===== src/rtl/ysyx_22050550_wbu_pkg.sv =====
// Shared definitions for the ysyx_22050550 writeback stage: FSM encoding, CSR strobe
// indices, mstatus field positions and the default ecall mcause.
package ysyx_22050550_wbu_pkg;

    localparam logic [63:0] ECALL_MC_DEF = 64'd11;

    typedef enum logic [1:0] {
        ST_IDLE   = 2'd0,
        ST_COMMIT = 2'd1,
        ST_TRAP2  = 2'd2
    } wb_state_t;

    // wbcsren bit positions
    localparam int CSR_MEPC    = 0;
    localparam int CSR_MCAUSE  = 1;
    localparam int CSR_MSTATUS = 3;

    // mstatus field positions
    localparam int MS_MIE    = 3;
    localparam int MS_MPIE   = 7;
    localparam int MS_MPP_LO = 11;
    localparam int MS_MPP_HI = 12;

    typedef struct packed {
        logic [63:0] pc;
        logic [4:0]  rd;
        logic [63:0] rdata;
        logic [5:0]  csrwen;
        logic [63:0] csrdata;
    } entry_data_t;

    typedef struct packed {
        logic rwen;
        logic ecall;
        logic mret;
    } entry_ctrl_t;

    function automatic logic [63:0] trap_vector(input logic [63:0] mtvec);
        return mtvec & ~64'd3;
    endfunction

endpackage


===== src/rtl/ysyx_22050550_wbu_mstatus_upd.sv =====
// Combinational mstatus rewrite for trap entry (MPIE<=MIE, MIE<=0, MPP<=M) and mret.
module ysyx_22050550_mstatus_upd
    import ysyx_22050550_wbu_pkg::*;
(
    input  logic [63:0] cur_mstatus,
    input  logic        is_trap,
    input  logic        is_mret,
    output logic [63:0] next_mstatus
);

    // Trap entry takes priority over mret
    always_comb begin
        next_mstatus = cur_mstatus;
        if (is_trap) begin
            next_mstatus[MS_MPIE]             = cur_mstatus[MS_MIE];
            next_mstatus[MS_MIE]              = 1'b0;
            next_mstatus[MS_MPP_HI:MS_MPP_LO] = 2'b11;
        end else if (is_mret) begin
            next_mstatus[MS_MIE]              = cur_mstatus[MS_MPIE];
            next_mstatus[MS_MPIE]             = 1'b1;
            next_mstatus[MS_MPP_HI:MS_MPP_LO] = 2'b00;
        end else begin
            next_mstatus = cur_mstatus;
        end
    end

endmodule


===== src/rtl/ysyx_22050550_wbu_reg.sv =====
// Load-enabled register with asynchronous active-high clear; used to build the WBU entry.
module ysyx_22050550_Reg #(
    parameter int               WIDTH     = 1,
    parameter logic [WIDTH-1:0] RESET_VAL = '0
) (
    input  logic             clock,
    input  logic             reset,
    input  logic             wen,
    input  logic [WIDTH-1:0] din,
    output logic [WIDTH-1:0] dout
);

    // Capture din when enabled, clear on reset
    always_ff @(posedge clock or posedge reset) begin
        if (reset) begin
            dout <= RESET_VAL;
        end else if (wen) begin
            dout <= din;
        end
    end

endmodule


===== src/rtl/ysyx_22050550_wbu.sv =====
// Writeback stage: single-deep entry, commit/trap sequencing, redirect to IFU.
// Optional retired-instruction counter enabled by YSYX_22050550_WB_INSTRET_EN.
module ysyx_22050550_wbu
    import ysyx_22050550_wbu_pkg::*;
#(
    parameter int               XLEN     = 64,
    parameter logic [XLEN-1:0] ECALL_MC = ECALL_MC_DEF
) (
    input  logic            clock,
    input  logic            reset,
    input  logic            in_valid,
    output logic            in_ready,
    input  logic [XLEN-1:0] in_pc,
    input  logic [4:0]      in_rd,
    input  logic [XLEN-1:0] in_rdata,
    input  logic            in_rwen,
    input  logic [5:0]      in_csrwen,
    input  logic [XLEN-1:0] in_csrdata,
    input  logic            in_ecall,
    input  logic            in_mret,
    input  logic [XLEN-1:0] cur_mstatus,
    input  logic [XLEN-1:0] cur_mtvec,
    input  logic [XLEN-1:0] cur_mepc,
    output logic [4:0]      io_waddr,
    output logic [XLEN-1:0] io_wdata,
    output logic            io_wen,
    output logic            io_valid,
    output logic [XLEN-1:0] pc,
    output logic [7:0]      wbcsren,
    output logic [XLEN-1:0] wbmepc,
    output logic [XLEN-1:0] wbmcause,
    output logic [XLEN-1:0] wbmtvec,
    output logic [XLEN-1:0] wbmstatus,
    output logic [XLEN-1:0] wbmie,
    output logic [XLEN-1:0] wbmip,
    output logic            redirect,
    output logic [XLEN-1:0] redirect_pc
`ifdef YSYX_22050550_WB_INSTRET_EN
    ,
    output logic [63:0]     instret
`endif
);

    wb_state_t   state;
    entry_data_t ent_d;
    entry_ctrl_t ent_c;
    logic        accept;
    logic        mret_act;
    logic [63:0] ms_next;

    // Outputs decode only from registered state, so accept never depends on a same-cycle loop
    assign in_ready = (state == ST_IDLE) || ((state == ST_COMMIT) && !ent_c.ecall);
    assign accept   = in_valid && in_ready;
    assign mret_act = (state == ST_COMMIT) && ent_c.mret && !ent_c.ecall;

    ysyx_22050550_Reg #(.WIDTH($bits(entry_data_t))) u_ent_data (
        .clock (clock),
        .reset (reset),
        .wen   (accept),
        .din   ({in_pc, in_rd, in_rdata, in_csrwen, in_csrdata}),
        .dout  (ent_d)
    );

    ysyx_22050550_Reg #(.WIDTH($bits(entry_ctrl_t))) u_ent_ctrl (
        .clock (clock),
        .reset (reset),
        .wen   (accept),
        .din   ({in_rwen, in_ecall, in_mret}),
        .dout  (ent_c)
    );

    ysyx_22050550_mstatus_upd u_ms (
        .cur_mstatus  (cur_mstatus),
        .is_trap      (state == ST_TRAP2),
        .is_mret      (mret_act),
        .next_mstatus (ms_next)
    );

    // Sequencer: IDLE -> COMMIT (held while back-to-back) -> TRAP2 for ecall
    always_ff @(posedge clock or posedge reset) begin
        if (reset) begin
            state <= ST_IDLE;
        end else begin
            case (state)
                ST_IDLE:   state <= accept ? ST_COMMIT : ST_IDLE;
                ST_COMMIT: begin
                    if (ent_c.ecall) begin
                        state <= ST_TRAP2;
                    end else if (accept) begin
                        state <= ST_COMMIT;
                    end else begin
                        state <= ST_IDLE;
                    end
                end
                ST_TRAP2:  state <= ST_IDLE;
                default:   state <= ST_IDLE;
            endcase
        end
    end

    // Regfile-facing strobes and data for the current state
    always_comb begin
        io_waddr    = 5'd0;
        io_wdata    = '0;
        io_wen      = 1'b0;
        io_valid    = 1'b0;
        pc          = '0;
        wbcsren     = 8'd0;
        wbmepc      = '0;
        wbmcause    = '0;
        wbmtvec     = '0;
        wbmstatus   = '0;
        wbmie       = '0;
        wbmip       = '0;
        redirect    = 1'b0;
        redirect_pc = '0;
        case (state)
            ST_COMMIT: begin
                io_valid = 1'b1;
                pc       = ent_d.pc;
                if (ent_c.ecall) begin
                    wbcsren[CSR_MEPC]   = 1'b1;
                    wbcsren[CSR_MCAUSE] = 1'b1;
                    wbmepc              = ent_d.pc;
                    wbmcause            = ECALL_MC;
                end else begin
                    io_wen    = ent_c.rwen && (ent_d.rd != 5'd0);
                    io_waddr  = ent_d.rd;
                    io_wdata  = ent_d.rdata;
                    wbcsren   = {2'b00, ent_d.csrwen};
                    wbmepc    = ent_d.csrdata;
                    wbmcause  = ent_d.csrdata;
                    wbmtvec   = ent_d.csrdata;
                    wbmstatus = ent_d.csrdata;
                    wbmie     = ent_d.csrdata;
                    wbmip     = ent_d.csrdata;
                    if (ent_c.mret) begin
                        wbcsren[CSR_MSTATUS] = 1'b1;
                        wbmstatus            = ms_next;
                        redirect             = 1'b1;
                        redirect_pc          = cur_mepc;
                    end else begin
                        redirect = 1'b0;
                    end
                end
            end
            ST_TRAP2: begin
                wbcsren[CSR_MSTATUS] = 1'b1;
                wbmstatus            = ms_next;
                redirect             = 1'b1;
                redirect_pc          = trap_vector(cur_mtvec);
            end
            default: begin
                io_valid = 1'b0;
            end
        endcase
    end

`ifdef YSYX_22050550_WB_INSTRET_EN
    // Count every COMMIT cycle; TRAP2 is not a retirement
    always_ff @(posedge clock or posedge reset) begin
        if (reset) begin
            instret <= 64'd0;
        end else if (state == ST_COMMIT) begin
            instret <= instret + 64'd1;
        end
    end
`endif

endmodule

===== config.mk =====
export PLATFORM = sky130hd
export DESIGN_NAME = ysyx_22050550_wbu
export DESIGN_NICKNAME = d
export VERILOG_FILES = /design/src/rtl/ysyx_22050550_wbu_pkg.sv /design/src/rtl/ysyx_22050550_wbu_mstatus_upd.sv /design/src/rtl/ysyx_22050550_wbu_reg.sv /design/src/rtl/ysyx_22050550_wbu.sv
export SDC_FILE = /design/constraint.sdc
export NUM_CORES = 1
export LEC_CHECK = 0
export CORE_AREA = 8 8 380 382
export DETAILED_ROUTE_END_ITERATION = 12
export DIE_AREA = 0 0 388 390
export PLACE_DENSITY_LB_ADDON = 0.2
export SLEW_MARGIN = 20
export SYNTH_ARGS = -nofsm -noshare
export SYNTH_HDL_FRONTEND = slang
export SYNTH_SLANG_ARGS = --single-unit

===== constraint.sdc =====
create_clock -name clock -period 20.5 [get_ports clock]
set_clock_uncertainty 0.05 [all_clocks]
set_input_delay 4.1 -clock clock [delete_from_list [all_inputs] [get_ports clock]]
set_output_delay 4.1 -clock clock [all_outputs]
set_load 0.005 [all_outputs]

* Word level (Yosys, flattened, before mapping) *
Cells that the tools add are included.

storage, ports and cells
  memory bits (writable) = 0
  memories = 0
  memory bits (read-only) = 0
  word-level logic and storage cells = 52
  bits in registers = 208
  output and inout port bits = 593
  bits in latches = 0
  bits of input ports = 401

operators by class
  shifts and indexed selects = 0
  order comparisons = 0
  eq/ne operators = 2
  multiply operators = 0
  divide/modulo/power cells = 0
  muxes and demuxes = 38
  bitwise gates (word level) = 0
  reductions and logical operators = 9
  $add $sub $neg = 0

operators by type and width
  cell                                                 count
  2-to-1 mux 64 bit                                    13
  one-hot mux 64 bit (2 select lines)                  2
  2-to-1 mux 1 bit                                     11
  2-to-1 mux 5 bit                                     2
  2-to-1 mux 2 bit                                     4
  2-to-1 mux 4 bit                                     2
  logical AND 1 bit                                    5
  nonzero test 5 bit                                   1
  one-hot mux 1 bit (2 select lines)                   2
  one-hot mux 2 bit (2 select lines)                   1
  2-to-1 mux 3 bit                                     1
  equality test 2 x 1 -> 1 bit, second input constant  1
  equality test 2 bit, second input constant           1
  zero test 2 bit                                      1
  zero test 1 bit                                      1
  logical OR 1 bit                                     1

* Depth between registers and ports, before layout *
Gate-level depths: netlist of the first run.

  depth in word-level cells = 8
  gate-level depth with buffers = 10
  depth with buffers taken out = 6

* Modules after synthesis *
Synthesis of the first run repeated with hierarchy kept, for this count alone.

second synthesis, totals
  cells, all modules = 1,245
  area, all modules = 14,244.9 um2

by module, submodules not included
  module                          seq. area each (um2)  instances  cells each  area an instance (um2)
  ysyx_22050550_Reg (u_ent_data)  5,079.9               1          430         8,251.7
  ysyx_22050550_wbu               50.0                  1          740         5,385.2
  ysyx_22050550_mstatus_upd       0.0                   1          68          495.5
  ysyx_22050550_Reg (u_ent_ctrl)  75.1                  1          7           112.6

* Worst setup path after synthesis of the first run *
OpenSTA, ideal clock, no wires.

  path kind = in2out
  start point = input cur_mstatus[3]
  end point = output wbmstatus[7]
  required time = 16.350 ns
  cell stages on the path = 2
  arrival = 4.334 ns
  slack = 12.016 ns
  cells stage by stage = nand2_1 a21boi_0

on the way
  longest elaborated chain between the ends = 4

ends and longest elaborated chain
  what                                     line                                 RTL
  start, declared                          ysyx_22050550_wbu.sv:21              input logic [XLEN-1:0] cur_mstatus,
  2-to-1 mux 1 bit (*)                     ysyx_22050550_wbu_mstatus_upd.sv:14  if (is_trap) begin
  2-to-1 mux 64 bit                        ysyx_22050550_wbu.sv:137             if (ent_c.mret) begin
  2-to-1 mux 64 bit                        ysyx_22050550_wbu.sv:121             if (ent_c.ecall) begin
  one-hot mux 64 bit (2 select lines) (*)  ysyx_22050550_wbu.sv:117             case (state)
  end, declared                            ysyx_22050550_wbu.sv:33              output logic [XLEN-1:0] wbmstatus,

Every way passes the cells marked *; elsewhere a longest branch is shown, timed or not.

* Final worst setup path of the first run *
Ends and elaborated chain as after synthesis.

==> flow_metrics.env, run 1 <==
export IMPL_avgViaCountPerCell=3.21
export IMPL_htreeDepth=1
export IMPL_p_leak_nw=9.11
export IMPL_p_switching_w=0.00115
export IMPL_synthSimpleGateAreaFrac_pct=13.5
export IMPL_power_frac_seq_pct=27.8
export IMPL_ys_warnings_count=0
export IMPL_fp_dieArea_um2=151000
export IMPL_first_global_vias=13600
export IMPL_maxCapViolCount=0
export IMPL_die_w_um=388
export IMPL_routed_wl_mm=95.7
export IMPL_netlist_area_um2=13100
export IMPL_drc_errors=0
export IMPL_cts_tree="yes"
export IMPL_fin_nets=2351
export IMPL_outcome="complete, no violations"
export IMPL_ys_ff_latch=208
export IMPL_initial_core_util_pct=9.43
export IMPL_rsz0062_at_grt="no"
export IMPL_drtPass1Iterations=6
export IMPL_cts_buffers_inserted=31
export IMPL_clock_sinks=208
export IMPL_setup_viol=0
export IMPL_arrival_ns=5.70
export IMPL_drtIter0Drc=479
export IMPL_synth_compound_area_share_pct=9.23
export IMPL_yosysSeqAreaShare_pct=39.9
export IMPL_synthAdderAreaFrac_pct=0.383
export IMPL_drv_slew=0
export IMPL_ctsRootBufferMaster="clkbuf_16"
export IMPL_worst_ir_drop_vdd_mv=0.0634
export IMPL_cts_resized_gates=0
export IMPL_synth_edf_count=0
export IMPL_synth_area_leaders="dfrtp_1 40%, mux2_2 12%, buf_4 11%"
export IMPL_grt_max_degree=73
export IMPL_min_period_over_period_pct=48.0
export IMPL_cp_max_fo=1
export IMPL_grt_pass1_wl_mm=128
export IMPL_cts_buffer_depth=3
export IMPL_io_buffer_count=987
export IMPL_drive_gt1_share_pct=11.2
export IMPL_track_usage_pct=11.9
export IMPL_synthArstFlopShare_pct=100
export IMPL_ant_nets=0
export IMPL_crit_path_end_kind="output pin"
export IMPL_finalHoldViolCount=0
export IMPL_placed_cell_area_um2=23500
export IMPL_slowest_stage="clkdlybuf4s50_1"
export IMPL_antenna_found_initial=18
export IMPL_synth_xor_area_share_pct=0
export IMPL_fin_area_um2=24600
export IMPL_slew_headroom_pct=30.9
export IMPL_insertion_delay_ns=0.63
export IMPL_p_sw_share_pct=38.1
export IMPL_worst_path_dominant_cell_family="buffers and inverters"
export IMPL_finalSetupTns_ns=0
export IMPL_die_y_um=390
export IMPL_combPwrFrac_pct=52.9
export IMPL_clk_pin_slew_ns=0.06
export IMPL_critPathMaxStageDelay_ns=0.67
export IMPL_hold_slack_ns=0.446
export IMPL_path_class="in -> out"
export IMPL_max_freq_mhz=102
export IMPL_synth_avg_cell_area_um2=11.0
export IMPL_io_pins=994
export IMPL_syn_inst=1189
export IMPL_cts_setup_buffers=0
export IMPL_muxShareOfSynthArea_pct=22.4
export IMPL_synth_top_cell_by_area="dfrtp_1"
export IMPL_num_vias=12200
export IMPL_clkPwrFrac_pct=19.3
export IMPL_ys_flop_type="dfrtp_1"
export IMPL_avgRoutedWirePerCell_um=25.3
export IMPL_start_kind="input pin"
export IMPL_dp_hpwl_mm=78.3
export IMPL_grt_overflow=0
export IMPL_internal_power_w=0.00187
export IMPL_core_area_um2=139000
export IMPL_ys_types=30
export IMPL_cp_cell_sequence="clkdlybuf4s50_1 -> nand2_1 -> a21boi_0 -> clkdlybuf4s50_1"
export IMPL_tightest_slew_ns=1.04
export IMPL_synth_top_family_by_area="multiplexers"
export IMPL_cp_buffers_inverters=2
export IMPL_period_minus_slack_ns=9.85
export IMPL_cp_common_cell="clkdlybuf4s50_1"
export IMPL_fillers=15400
export IMPL_rows=137
export IMPL_gp_congestion=0.834
export IMPL_p_per_area_nw_per_um2=123
export IMPL_crit_required_ns=16.35
export IMPL_hold_class="reg -> reg"
export IMPL_area_growth_pct=88.4
export IMPL_synth_top_area_share_pct=39.9
export IMPL_cts_hold_buf=0
==> metal layers <==
| metal | track usage, % | part of all wire (%) |
|---|---|---|
| met1 | 13.4 | 39 |
| met2 | 21.8 | 51 |
| met3 | 4.09 | 7.9 |
| met4 | 2.19 | 2.2 |
| met5 | 0 | 0.065 |
==> worst paths after layout <==
check,start,endpoint,slack (ns),depth (start not counted)
setup / recovery,cur_mstatus[3],wbmstatus[7],10.65,4
hold / removal,u_ent_data.dout[121],u_ent_data.dout[121],0.45,1
setup reg to reg,state[1],u_ent_data.dout[32],15.01,9
hold reg to reg,u_ent_data.dout[121],u_ent_data.dout[121],0.45,1
max in group asynchronous,reset,u_ent_data.dout[172],14.59,4
min in group asynchronous,reset,u_ent_data.dout[70],3.89,2
==> power by group through the flow <==
stage	Sequential, W	Combinational, W	Clock, W
floorplan	0.000718	0.000779	0
finish	0.000839	0.00160	0.000584
global placement	0.000849	0.00165	0
detailed placement	0.000856	0.00165	0
global route	0.000877	0.00172	0.000633
CTS	0.000851	0.00166	0.000621
==> registers in the layout, summed over array words and instances (netlist names) <==
| signal | count |
|---|---|
| u_ent_ctrl.dout | 3 |
| state | 2 |
| u_ent_data.dout | 203 |
==> cell type report <==
class	instances	area, um2	area share, %
clock buffer	39	876	3.56
multi-input combinational	695	5990	24.3
antenna	6	15.0	0.0610
inverter	7	38.8	0.158
timing repair buffer	1003	10000	40.6
sequential	208	5210	21.2
tap	1807	2260	9.19
clock inverter	19	223	0.905
==> cells by family (layout without fill, tap and decap cells) <==
logic type	after synthesis	count (layout)
compound gates	140	140
other cells	1	8
buf+inv	287	1068
mux	267	267
fa+ha+maj	4	4
flops	208	208
simple gates	282	282
==> placed cells by master (no fill, tap or decap), drive strengths merged, types with 2 or more instances in the layout <==
cell	count
clkdlybuf4s50	987
a21boi	4
o21ai	2
bufinv	4
mux2	206
dfrtp	208
and2	204
nand2	2
a22o	121
nand2b	4
buf	16
a21oi	3
diode	6
inv	9
nor2b	66
conb	2
clkinvlp	2
mux2i	61
clkinv	11
clkbuf	39
ha	4
o21a	7
nor2	2
==> cells in the mapped netlist, types with 4 or more instances <==
master,n
mux2_1,69
nor2b_1,66
buf_6,8
clkbuf_1,51
o21a_1,7
buf_4,197
a21boi_0,4
mux2i_1,61
mux2_2,137
buf_2,24
a22o_1,121
dfrtp_1,208
inv_1,6
and2_1,204
ha_1,4
nand2b_1,4
==> through the flow <==
stage	std cells	setup WS, ns	power, W	util [%]
2_1_floorplan	1190	10.67	0.00150	-
3_3_place_gp	3720	10.60	0.00250	17.0
3_5_place_dp	3720	10.61	0.00251	17.0
4_1_cts	3778	10.48	0.00313	17.8
5_1_grt	3779	10.46	0.00323	17.8
6_report	3784	10.65	0.00302	17.8
(Power assumes the default switching activity.)
==> inputs of run 2 (changes only) <==
clock period = 9.2 ns   (was 20.5 ns; I/O delays follow)
==> flow_metrics.env, run 2 (synthesis results as in run 1) <==
export IMPL_cts_hold_buf=0
export IMPL_p_switching_w=0.00257
export IMPL_finalHoldViolCount=0
export IMPL_holdPathStages=1
export IMPL_cp_common_cell="buf_4"
export IMPL_cp_max_fo=64
export IMPL_start_kind="flop"
export IMPL_htreeDepth=1
export IMPL_drtPass1Iterations=4
export IMPL_dp_hpwl_mm=78.2
export IMPL_first_global_vias=13500
export IMPL_cts_tree="yes"
export IMPL_setup_viol=0
export IMPL_fin_ws_ns=2.56
export IMPL_multi_input_area_um2=5990
export IMPL_initial_core_util_pct=9.43
export IMPL_drv_slew=0
export IMPL_grt_overflow=0
export IMPL_max_freq_mhz=151
export IMPL_cp_cell_sequence="inv_1 -> ha_1 -> and4b_2 -> buf_4 -> or2_4 -> buf_4 -> a31o_2 -> clkdlybuf4s50_1"
export IMPL_cts_buffers_inserted=31
export IMPL_ff2ff_path_depth=9
export IMPL_clock_sinks=208
export IMPL_tightest_slew_ns=0.978
export IMPL_clkPwrFrac_pct=18.9
export IMPL_fp_dieArea_um2=151000
export IMPL_dp_cells=3719
export IMPL_largest_register_ffs=203
export IMPL_crit_path_end_kind="output pin"
export IMPL_drive_gt1_share_pct=10.8
export IMPL_outcome="complete, no violations"
export IMPL_ctsRootBufferMaster="clkbuf_16"
export IMPL_power_frac_seq_pct=28.6
export IMPL_layout_commonest_cell="clkdlybuf4s50_1"
export IMPL_avgRoutedWirePerCell_um=25.5
export IMPL_ff_latch_area_um2=5210
export IMPL_grt_max_degree=125
export IMPL_cts_buffer_depth=3
export IMPL_antenna_found_initial=21
export IMPL_io_pins=994
export IMPL_path_depth=8
export IMPL_p_per_area_nw_per_um2=273
export IMPL_cts_resized_gates=0
export IMPL_num_vias=12300
export IMPL_gp_congestion=0.868
export IMPL_worst_ir_drop_vdd_mv=0.161
export IMPL_clk_pin_slew_ns=0.06
export IMPL_maxCapViolCount=0
export IMPL_ant_nets=0
export IMPL_layout_common_cells="987 x clkdlybuf4s50_1, 207 x dfrtp_1, 203 x and2_1"
export IMPL_core_area_um2=139000
export IMPL_period_minus_slack_ns=6.64
export IMPL_instances_no_fill=3779
export IMPL_reg_top3="u_ent_data.dout x203, u_ent_ctrl.dout x3, state x2"
export IMPL_dp_slack_ns=2.99
export IMPL_crit_required_ns=7.31
export IMPL_drc_errors=0
export IMPL_arrival_ns=4.75
export IMPL_die_y_um=390
export IMPL_insertion_delay_ns=0.64
export IMPL_path_class="reg -> out"
export IMPL_p_leak_nw=9.10
export IMPL_internal_power_w=0.00414
export IMPL_combPwrFrac_pct=52.5
export IMPL_slew_headroom_pct=34.8
export IMPL_routed_wl_mm=96.3
export IMPL_rows=137
export IMPL_p_sw_share_pct=38.3
export IMPL_grt_pass1_wl_mm=128
export IMPL_cts_setup_buffers=0
export IMPL_die_w_um=388
export IMPL_io_buffer_count=987
export IMPL_fillers=15300
export IMPL_regMostFlops="u_ent_data.dout"
export IMPL_min_period_over_period_pct=72.2
export IMPL_fin_nets=2351
export IMPL_worst_path_dominant_cell_family="buffers and inverters"
export IMPL_finalSetupTns_ns=0
export IMPL_rsz0062_at_grt="no"
export IMPL_track_usage_pct=11.9
export IMPL_area_growth_pct=88.3
export IMPL_drtIter0Drc=530
export IMPL_slowest_stage="buf_4"
export IMPL_cp_buffers_inverters=4
export IMPL_critPathMaxStageDelay_ns=0.67
export IMPL_hold_class="reg -> reg"
export IMPL_avgViaCountPerCell=3.24
run 2: through the flow:
stage          power (W)  area (um2)  hold WS, ns  utilization [%]
6_report         0.00672       24600        0.444             17.8
5_1_grt          0.00717       24600        0.460             17.8
4_1_cts          0.00696       24600        0.448             17.7
3_5_place_dp     0.00559       23500        0.435             17.0
3_3_place_gp     0.00558       23500        0.429             17.0
2_1_floorplan    0.00334       13100        0.408                -
run 2: path summary, 6_finish.rpt:
path                                      startpoint                    to  slack, ns
worst max-delay path                        state[0]            wbcsren[3]       2.56
worst min-delay path            u_ent_data.dout[107]  u_ent_data.dout[107]       0.44
worst max register to register              state[1]   u_ent_data.dout[32]       4.68
worst min register to register  u_ent_data.dout[107]  u_ent_data.dout[107]       0.44
max in group asynchronous                      reset   u_ent_data.dout[84]       5.89
min in group asynchronous                      reset   u_ent_data.dout[70]       1.67
run 2: final cells by class:
type                       instances  area share, %
timing repair buffer            1003           40.8
multi-input combinational        695           24.3
sequential                       208           21.2
tap                             1807           9.19
clock buffer                      48           3.82
clock inverter                     8          0.453
inverter                           7          0.158
antenna                            3         0.0305
run 2: per-layer routing:
metal / routed length (um) / GRT usage (%) / vias to the layer above
met5: 103 / 0 / -
met4: 2120 / 2.17 / 16
met3: 8250 / 4.46 / 78
met2: 48900 / 21.7 / 572
met1: 36900 / 13.4 / 6181
li1: - / - / 5411
run 2: power groups by stage:
stage | clock network (W) | registers, W | logic, W
floorplan | 0 | 0.00160 | 0.00174
global placement | 0 | 0.00194 | 0.00363
detailed placement | 0 | 0.00196 | 0.00363
CTS | 0.00136 | 0.00194 | 0.00365
global route | 0.00138 | 0.00200 | 0.00379
finish | 0.00127 | 0.00192 | 0.00353
